### src/rtl/irq_ctrl_if.sv
// CPU-side register bus of the interrupt controller: decoded chip select, write strobe,
// register select, write data and registered read data.
interface irq_ctrl_if;
    logic       cs;
    logic       we;
    logic [1:0] addr;
    logic [7:0] din;
    logic [7:0] dout;

    modport master (output cs, output we, output addr, output din, input dout);
    modport slave  (input cs, input we, input addr, input din, output dout);
endinterface

### src/rtl/irq_ctrl.sv
// Interrupt controller: per-source enable, level/rising-edge latching, fixed-priority vector.
// Latency: src->PEND 1 clk, PEND->irq 1 clk, read data 1 clk after address; bus never stalls.
module irq_ctrl #(
    parameter int         NSRC       = 8,
    parameter logic [7:0] RESET_MASK = 8'h00
) (
    input  logic            clk,
    input  logic            reset,
    irq_ctrl_if.slave       bus,
    input  logic [NSRC-1:0] src,
    output logic            irq
);

    localparam logic [7:0] VALID    = 8'hFF >> (8 - NSRC);
    localparam logic [1:0] REG_PEND = 2'd0;
    localparam logic [1:0] REG_MASK = 2'd1;
    localparam logic [1:0] REG_EDGE = 2'd2;
    localparam logic [1:0] REG_VEC  = 2'd3;

    logic [7:0] src_w;
    logic [7:0] src_q;
    logic [7:0] lat_q;
    logic [7:0] mask_q;
    logic [7:0] edge_q;
    logic [7:0] pend;
    logic [7:0] act;
    logic [7:0] vec;
    logic [2:0] vec_id;
    logic [7:0] set_v;
    logic [7:0] clr_v;
    logic [7:0] lat_d;
    logic [7:0] rd_dat;
    logic       wr_en;
    logic       rd_en;

    assign wr_en = bus.cs & bus.we;
    assign rd_en = bus.cs & ~bus.we;

    always_comb begin
        src_w            = '0;
        src_w[NSRC-1:0]  = src;
    end

    // Edge-mode bits come from the latch, level-mode bits mirror the sampled request.
    assign pend = (edge_q & lat_q) | (~edge_q & src_q);
    assign act  = pend & mask_q;

    always_comb begin
        vec_id = '0;
        for (int i = 7; i >= 0; i--) begin
            if (act[i]) vec_id = 3'(i);
        end
        vec = {|act, 4'b0000, vec_id};
    end

    always_comb begin
        clr_v = '0;
        if (wr_en) begin
            case (bus.addr)
                REG_PEND: clr_v = bus.din;
                REG_VEC:  clr_v[bus.din[2:0]] = 1'b1;
                default:  clr_v = '0;
            endcase
        end
    end

    // Set beats clear so an edge arriving during an ack is not lost; level bits keep the latch empty.
    assign set_v = src_w & ~src_q;
    assign lat_d = ((lat_q & ~clr_v) | set_v) & edge_q & VALID;

    always_comb begin
        rd_dat = '0;
        case (bus.addr)
            REG_PEND: rd_dat = pend;
            REG_MASK: rd_dat = mask_q;
            REG_EDGE: rd_dat = edge_q;
            REG_VEC:  rd_dat = vec;
            default:  rd_dat = '0;
        endcase
    end

    always_ff @(posedge clk or posedge reset) begin
        if (reset) begin
            src_q    <= '0;
            lat_q    <= '0;
            mask_q   <= RESET_MASK & VALID;
            edge_q   <= '0;
            irq      <= 1'b0;
            bus.dout <= '0;
        end else begin
            src_q <= src_w & VALID;
            lat_q <= lat_d;
            irq   <= |act;
            if (rd_en) bus.dout <= rd_dat;
            if (wr_en && bus.addr == REG_MASK) mask_q <= bus.din & VALID;
            if (wr_en && bus.addr == REG_EDGE) edge_q <= bus.din & VALID;
        end
    end

endmodule

### src/flat_wrapper.sv
// flat-port wrapper written by rule: the top's interface ports become plain ports
module irq_ctrl_flat 
#(
    parameter int         NSRC       = 8,
    parameter logic [7:0] RESET_MASK = 8'h00
)
  (clk, reset, src, irq, bus_cs, bus_we, bus_addr, bus_din, bus_dout);
  irq_ctrl_if bus_i ();
  input  logic clk;
  input  logic reset;
  input  logic [NSRC-1:0] src;
  output logic irq;
  input wire logic [$bits(bus_i.cs)-1:0] bus_cs;
  input wire logic [$bits(bus_i.we)-1:0] bus_we;
  input wire logic [$bits(bus_i.addr)-1:0] bus_addr;
  input wire logic [$bits(bus_i.din)-1:0] bus_din;
  output wire logic [$bits(bus_i.dout)-1:0] bus_dout;
  assign bus_i.cs = bus_cs;
  assign bus_i.we = bus_we;
  assign bus_i.addr = bus_addr;
  assign bus_i.din = bus_din;
  assign bus_dout = bus_i.dout;
  irq_ctrl #(.NSRC(NSRC), .RESET_MASK(RESET_MASK)) u_core (.clk(clk), .reset(reset), .bus(bus_i), .src(src), .irq(irq));
endmodule
### config.mk
export PLATFORM = sky130hd
export DESIGN_NAME = irq_ctrl_flat
export DESIGN_NICKNAME = d
export VERILOG_FILES = /design/src/rtl/irq_ctrl_if.sv /design/src/rtl/irq_ctrl.sv /design/src/flat_wrapper.sv
export SDC_FILE = /design/constraint.sdc
export NUM_CORES = 1
export LEC_CHECK = 0
export ABC_CLOCK_PERIOD_IN_PS = 1600
export CAP_MARGIN = 20
export CORE_MARGIN = 4
export CORE_UTILIZATION = 48
export DETAILED_ROUTE_END_ITERATION = 16
export PLACE_DENSITY = 0.79
export SYNTH_ARGS = -nofsm -noshare
export SYNTH_HDL_FRONTEND = slang
export SYNTH_SLANG_ARGS = --single-unit
### constraint.sdc
create_clock -name clk -period 1.6 [get_ports clk]
set_input_delay 0.48 -clock clk [delete_from_list [all_inputs] [get_ports clk]]
set_output_delay 0.48 -clock clk [all_outputs]
set_load 0.005 [all_outputs]
=== Yosys cells after proc, flatten, opt, wreduce, memory -nomap -nowiden ===
Cells that the tools add are included.

* Register bits after elaboration: 41
* Latch bits: 0
* RAM bits: 0
* Memory bits (read-only): 0
* Input bits: 22
* Output and inout bits: 9
* Logic and storage cells: 43
* Memories kept: 0

* Add/subtract/negate cells: 0
* Multiply operators: 0
* Divide/modulo/power cells: 0
* Order comparisons: 2
* Equality and inequality tests: 3
* Shift operators: 0
* Multiplexer cells: 13
* Bitwise logic cells: 14
* Reduce and logical (&&, ||, !) cells: 5

{| class="wikitable"
|+ Operators with widths
! kind !! number
|-
| $and A8 B8 Y8 || 6
|-
| $pmux W8 S4 || 1
|-
| $mux W3 || 8
|-
| $not A8 Y8 || 3
|-
| $or A8 B8 Y8 || 2
|-
| $pmux W8 S2 || 1
|-
| $mux W8 || 1
|-
| $reduce_or A8 Y1 || 1
|-
| $eq A2 B2 Y1 const B || 2
|-
| $lt A3 B4 Y1 const B || 1
|-
| $demux W1 S3 || 1
|-
| $ge A3 B1 Y1 const B || 1
|-
| $logic_and A1 B1 Y1 || 3
|-
| $and A1 B1 Y1 || 2
|-
| $eq A2 B1 Y1 const B || 1
|-
| $logic_not A2 Y1 || 1
|-
| $mux W1 || 1
|-
| $not A1 Y1 || 1
|}

=== Logic depth before layout (Yosys ltp) ===
* Depth in word-level cells: 13
* Mapped depth: 7
* Gate-level depth less buffers: 6

=== Worst setup path before layout ===
Ideal clock, no wire load.

* Path type: input to register
* Start point: input bus_addr[0]
* End point: register u_core.edge_q[0]
* Data arrival time: 1,537 ps
* Setup slack: -62 ps
* Cell stages on the path: 5
* Path buffers: 1
* Cell sequence: inv_1 ha_1 clkbuf_1 nand3_1 mux2_2

* Longest elaborated chain between the ends: 2

{| class="wikitable"
|+ RTL lines
! item !! line !! text
|-
| start, declared || flat_wrapper.sv:15 || <nowiki>input wire logic [$bits(bus_i.addr)-1:0] bus_addr;</nowiki>
|-
| $eq A2 B2 Y1 || irq_ctrl.sv:96 || <nowiki>if (wr_en && bus.addr == REG_EDGE) edge_q <= bus.din & VALID;</nowiki>
|-
| $logic_and A1 B1 Y1 || irq_ctrl.sv:96 ||
|-
| end signal, assigned || irq_ctrl.sv:96 ||
|-
| end, declared || irq_ctrl.sv:24 || <nowiki>logic [7:0] edge_q;</nowiki>
|}

No other way between the ends.
A chain may end at the register's enable or synchronous reset.

=== Worst setup path after layout ===
* Start point: register u_core.edge_q[0]
* End point: register u_core.bus.dout[2]

* Longest elaborated chain between the ends: 6
* Elaborated cells between the ends (all ways): 7
* Classes of those cells: 2 x mux; 5 x bitwise

{| class="wikitable"
|+ RTL lines
! item !! line !! text
|-
| $not A8 Y8 || irq_ctrl.sv:45 || <nowiki>assign pend = (edge_q & lat_q) | (~edge_q & src_q);</nowiki>
|-
| $and A8 B8 Y8 || irq_ctrl.sv:45 ||
|-
| $or A8 B8 Y8 (*) || irq_ctrl.sv:45 ||
|-
| $and A8 B8 Y8 (*) || irq_ctrl.sv:46 || <nowiki>assign act = pend & mask_q;</nowiki>
|-
| $mux W3 (*) || irq_ctrl.sv:51 || <nowiki>if (act[i]) vec_id = 3'(i);</nowiki>
|-
| $pmux W8 S4 (*) || irq_ctrl.sv:73 || <nowiki>case (bus.addr)</nowiki>
|-
| end signal, assigned || irq_ctrl.sv:94 || <nowiki>if (rd_en) bus.dout <= rd_dat;</nowiki>
|-
| end, declared || irq_ctrl_if.sv:11 || <nowiki>modport slave (input cs, input we, input addr, input din, output dout);</nowiki>
|}

Mark *: on every way between the ends. The rest lies on a longest branch, timed or not.

==> results.md <==
- Synth-to-Final Area Change: 37.4%
- Max cap viols: 0
- Hold EP: u_core.bus.dout[3]$_DFFE_PP0P_
- Via count of the routed design: about 1,700
- Vias in the first global route: 1,707
- Core area: approximately 0.004 mm²
- PwrDens: 1080 mW/mm²
- Critical path peak fanout: 4
- CTS clk-pin slew, worst paths: ~80 ps
- RSZ-0062 raised after global routing: true
- Max_slew headroom: 0.749
- Synthesized cell area: between 0.002 and 0.0025 mm²
- Critical path origin: u_core.edge_q[0]$_DFFE_PP0P_
- Worst path required time: about 1800 ps
- Final Cycle Share: 0.991
- RR Startpoint: u_core.edge_q[0]$_DFFE_PP0P_
- Post-synth EDFFs: 0
- Count of different cell masters after synthesis: 40
- Worst-path cell chain: mux2_4, a21o_4, a2111o_1, a21oi_2
- Initial drt markers: 112
- CTS Hold Bufs: 0
- Die area: ~0.0055 mm²
- Post-synthesis sequential area ratio: 0.491
- Outcome: completed
- Wire per inst: about 18 µm
- WHS: 481 ps
- Layout cell share with drive strength beyond 1: 0.328
- Crit path DAT: roughly 1800 ps
- CP Launch Type: flip-flop
- Worst-Skew Late Latency: roughly 300 ps
- Initial antenna violation count: 0
- Pins over their slew limit: 0
- Post-route DRC: 0
- Max VDD drop: 0.000727 V
- Critical Path Slowest Stage Cell: dfrtp_1
- Slew @ Worst Pin: between 300 and 400 ps
- Min-delay worst type: reg2reg
- Buffers on Ports: 30
- Most common cell after layout, fill and taps aside: dfrtp_1
- # clock sinks: 41
- Worst setup path class: reg2reg
- R2r endpoint: u_core.bus.dout[2]$_DFFE_PP0P_
- TritonCTS Buffers: 5
- Final nets: around 280
- DP HPWL: ~3800 µm
- Most frequent cells in the layout: 41 x dfrtp_1, 30 x buf_4, 21 x mux2_2
- Syn. warnings: 0
- Lkg Pwr: 1.27 nW
- Worst Setup End Kind: flip-flop
- Clock buffer depth: 2
- Cell area after placement: about 0.0027 mm²
- Largest net degree at the start of global routing: between 40 and 50
- Grt total ovfl: 0
- H-tree Lvls: 2
- Starting Density: 0.507
- Prevailing post-synth register cell: dfrtp_1
- Vias per cell: between 5 and 6
- Critical Path Max Stage Delay: 430 ps
- Reg2reg setup slack: 10 ps
- Final Hold Fails: 0
- Gr usage total: 0.209
- Final worst slack: between 10 and 15 ps
- N_diodes: 0
- I/O pins: 31
- Non-filler cells in the finished layout: 300
- Detailed Routing Iterations Pass 1: 5
- Worst Reg-to-Reg Cells: 4
- Hold Path Depth: 2
- Skew final: between 5 and 6 ps
- Final core utilization: 0.697
- Max Fclk: ~630 MHz
- Die Span Y: about 74 µm
- Finished Cell Area: about 0.0029 mm²
- ANT nets after route: 0
- Average cell area after synthesis: about 11 µm²
- Dpl ws: -661 ps
- Top-area cell type share of the netlist area: 0.491
- First-pass GRT wire length: about 8600 µm
- Ranking of synthesized cells by area: dfrtp_1 49%, mux2_2 12%, a21oi_1 3.8%
- Hold Path Origin: u_core.bus.dout[3]$_DFFE_PP0P_
- Syn_nets: about 210
- Final wirelength: approximately 5400 µm
- DIE WIDTH: between 70 and 80 µm
- Min Tclk post-route: around 1600 ps
- Row Count: 23
- Final setup violation count: 0
- Asr flop ratio synth: 1.00
- Gate Count Post-Synth: 184
- Yosys reg bits: 41
- Routability Congestion: 0.817
- Synth area leader: dfrtp_1
- Root buffer cell: clkbuf_8
- CTS tree: yes
- Placed insts: 288
[report_power, final]
part / total [mW] / internal, mW / switching, mW
Combinational: 0.869 / 0.492 / 0.377
Sequential: 1.37 / 1.22 / 0.149
Clock: 0.873 / 0.509 / 0.364
[per-stage QoR]
stage	setup TNS [ps]	power, mW
after floorplan	0	1.81
after global placement	-13890	2.19
after detailed placement	-15960	2.22
after CTS	0	3.06
after global routing	-62.2	3.25
final	0	3.11
[timing repair]
action                                  in CTS  in global routing
gates resized for setup                     20                 17
setup buffers                                3                  1
endpoints found under the setup margin      41                 11
pin swaps                                    0                  6
[sequential cells by signal, summed over array words and instances (netlist names)]
register / count
u_core.irq: 1
u_core.mask_q: 8
u_core.src_q: 8
u_core.lat_q: 8
u_core.bus.dout: 8
u_core.edge_q: 8
[logic make-up (layout without fill, tap and decap cells)]
logic type,after synthesis,in the layout,synth area share
compound gates,66,66,0.216
buf+inv,10,76,0.0192
simple gates,34,34,0.0941
mux,28,28,0.150
fa+ha+maj,5,5,0.0300
flops,41,41,0.491
[layout make-up]
type / instances / area, µm²
Fill cell: 328 / 1240
Sequential cell: 41 / 1030
Clock inverter: 1 / 30.0
Tap cell: 50 / 62.6
Inverter: 5 / 18.8
Clock buffer: 7 / 86.3
Timing Repair Buffer: 63 / 559
Multi-Input combinational cell: 133 / 1090
[synth_stat cells (all sizes together) (2+ instances only)]
master  instances
and2            3
a21boi          8
nor2b           5
inv             5
nand4           2
a22oi           5
nand2b          9
clkbuf          2
ha              5
nand3b          2
nand3           2
o21ai          13
mux2i           5
a22o            2
dfrtp          41
a32oi           4
a221oi          2
a21oi          16
a221o           3
a21o            2
o22ai           3
mux2           23
buf             3
nand2           8
[metal layers]
metal,up-vias,part of all wire,track usage
met5,-,0,0
met1,856,0.45,0.284
met3,8,0.063,0.0459
li1,825,-,-
met4,0,0.011,0.0664
met2,56,0.48,0.335
[worst max-delay path, delay by kind of cell, from the launching register on]
kind               cells  cell delay [ps]
muxes                  1              340
AOI/OAI and AO/OA      3              760
DFF                    1              430
[worst max path at each step]
stage	to	slack [ps]	cells past startpoint
global placement	u_core.bus.dout[1]$_DFFE_PP0P_	-580	7
global route	u_core.bus.dout[7]$_DFFE_PP0P_	-40	4
finish	u_core.bus.dout[2]$_DFFE_PP0P_	10	4
floorplan	u_core.bus.dout[0]$_DFFE_PP0P_	4	7
CTS	u_core.bus.dout[1]$_DFFE_PP0P_	9	7
detailed placement	u_core.bus.dout[1]$_DFFE_PP0P_	-660	7
No activity file was read; power rests on OpenSTA's default activity.
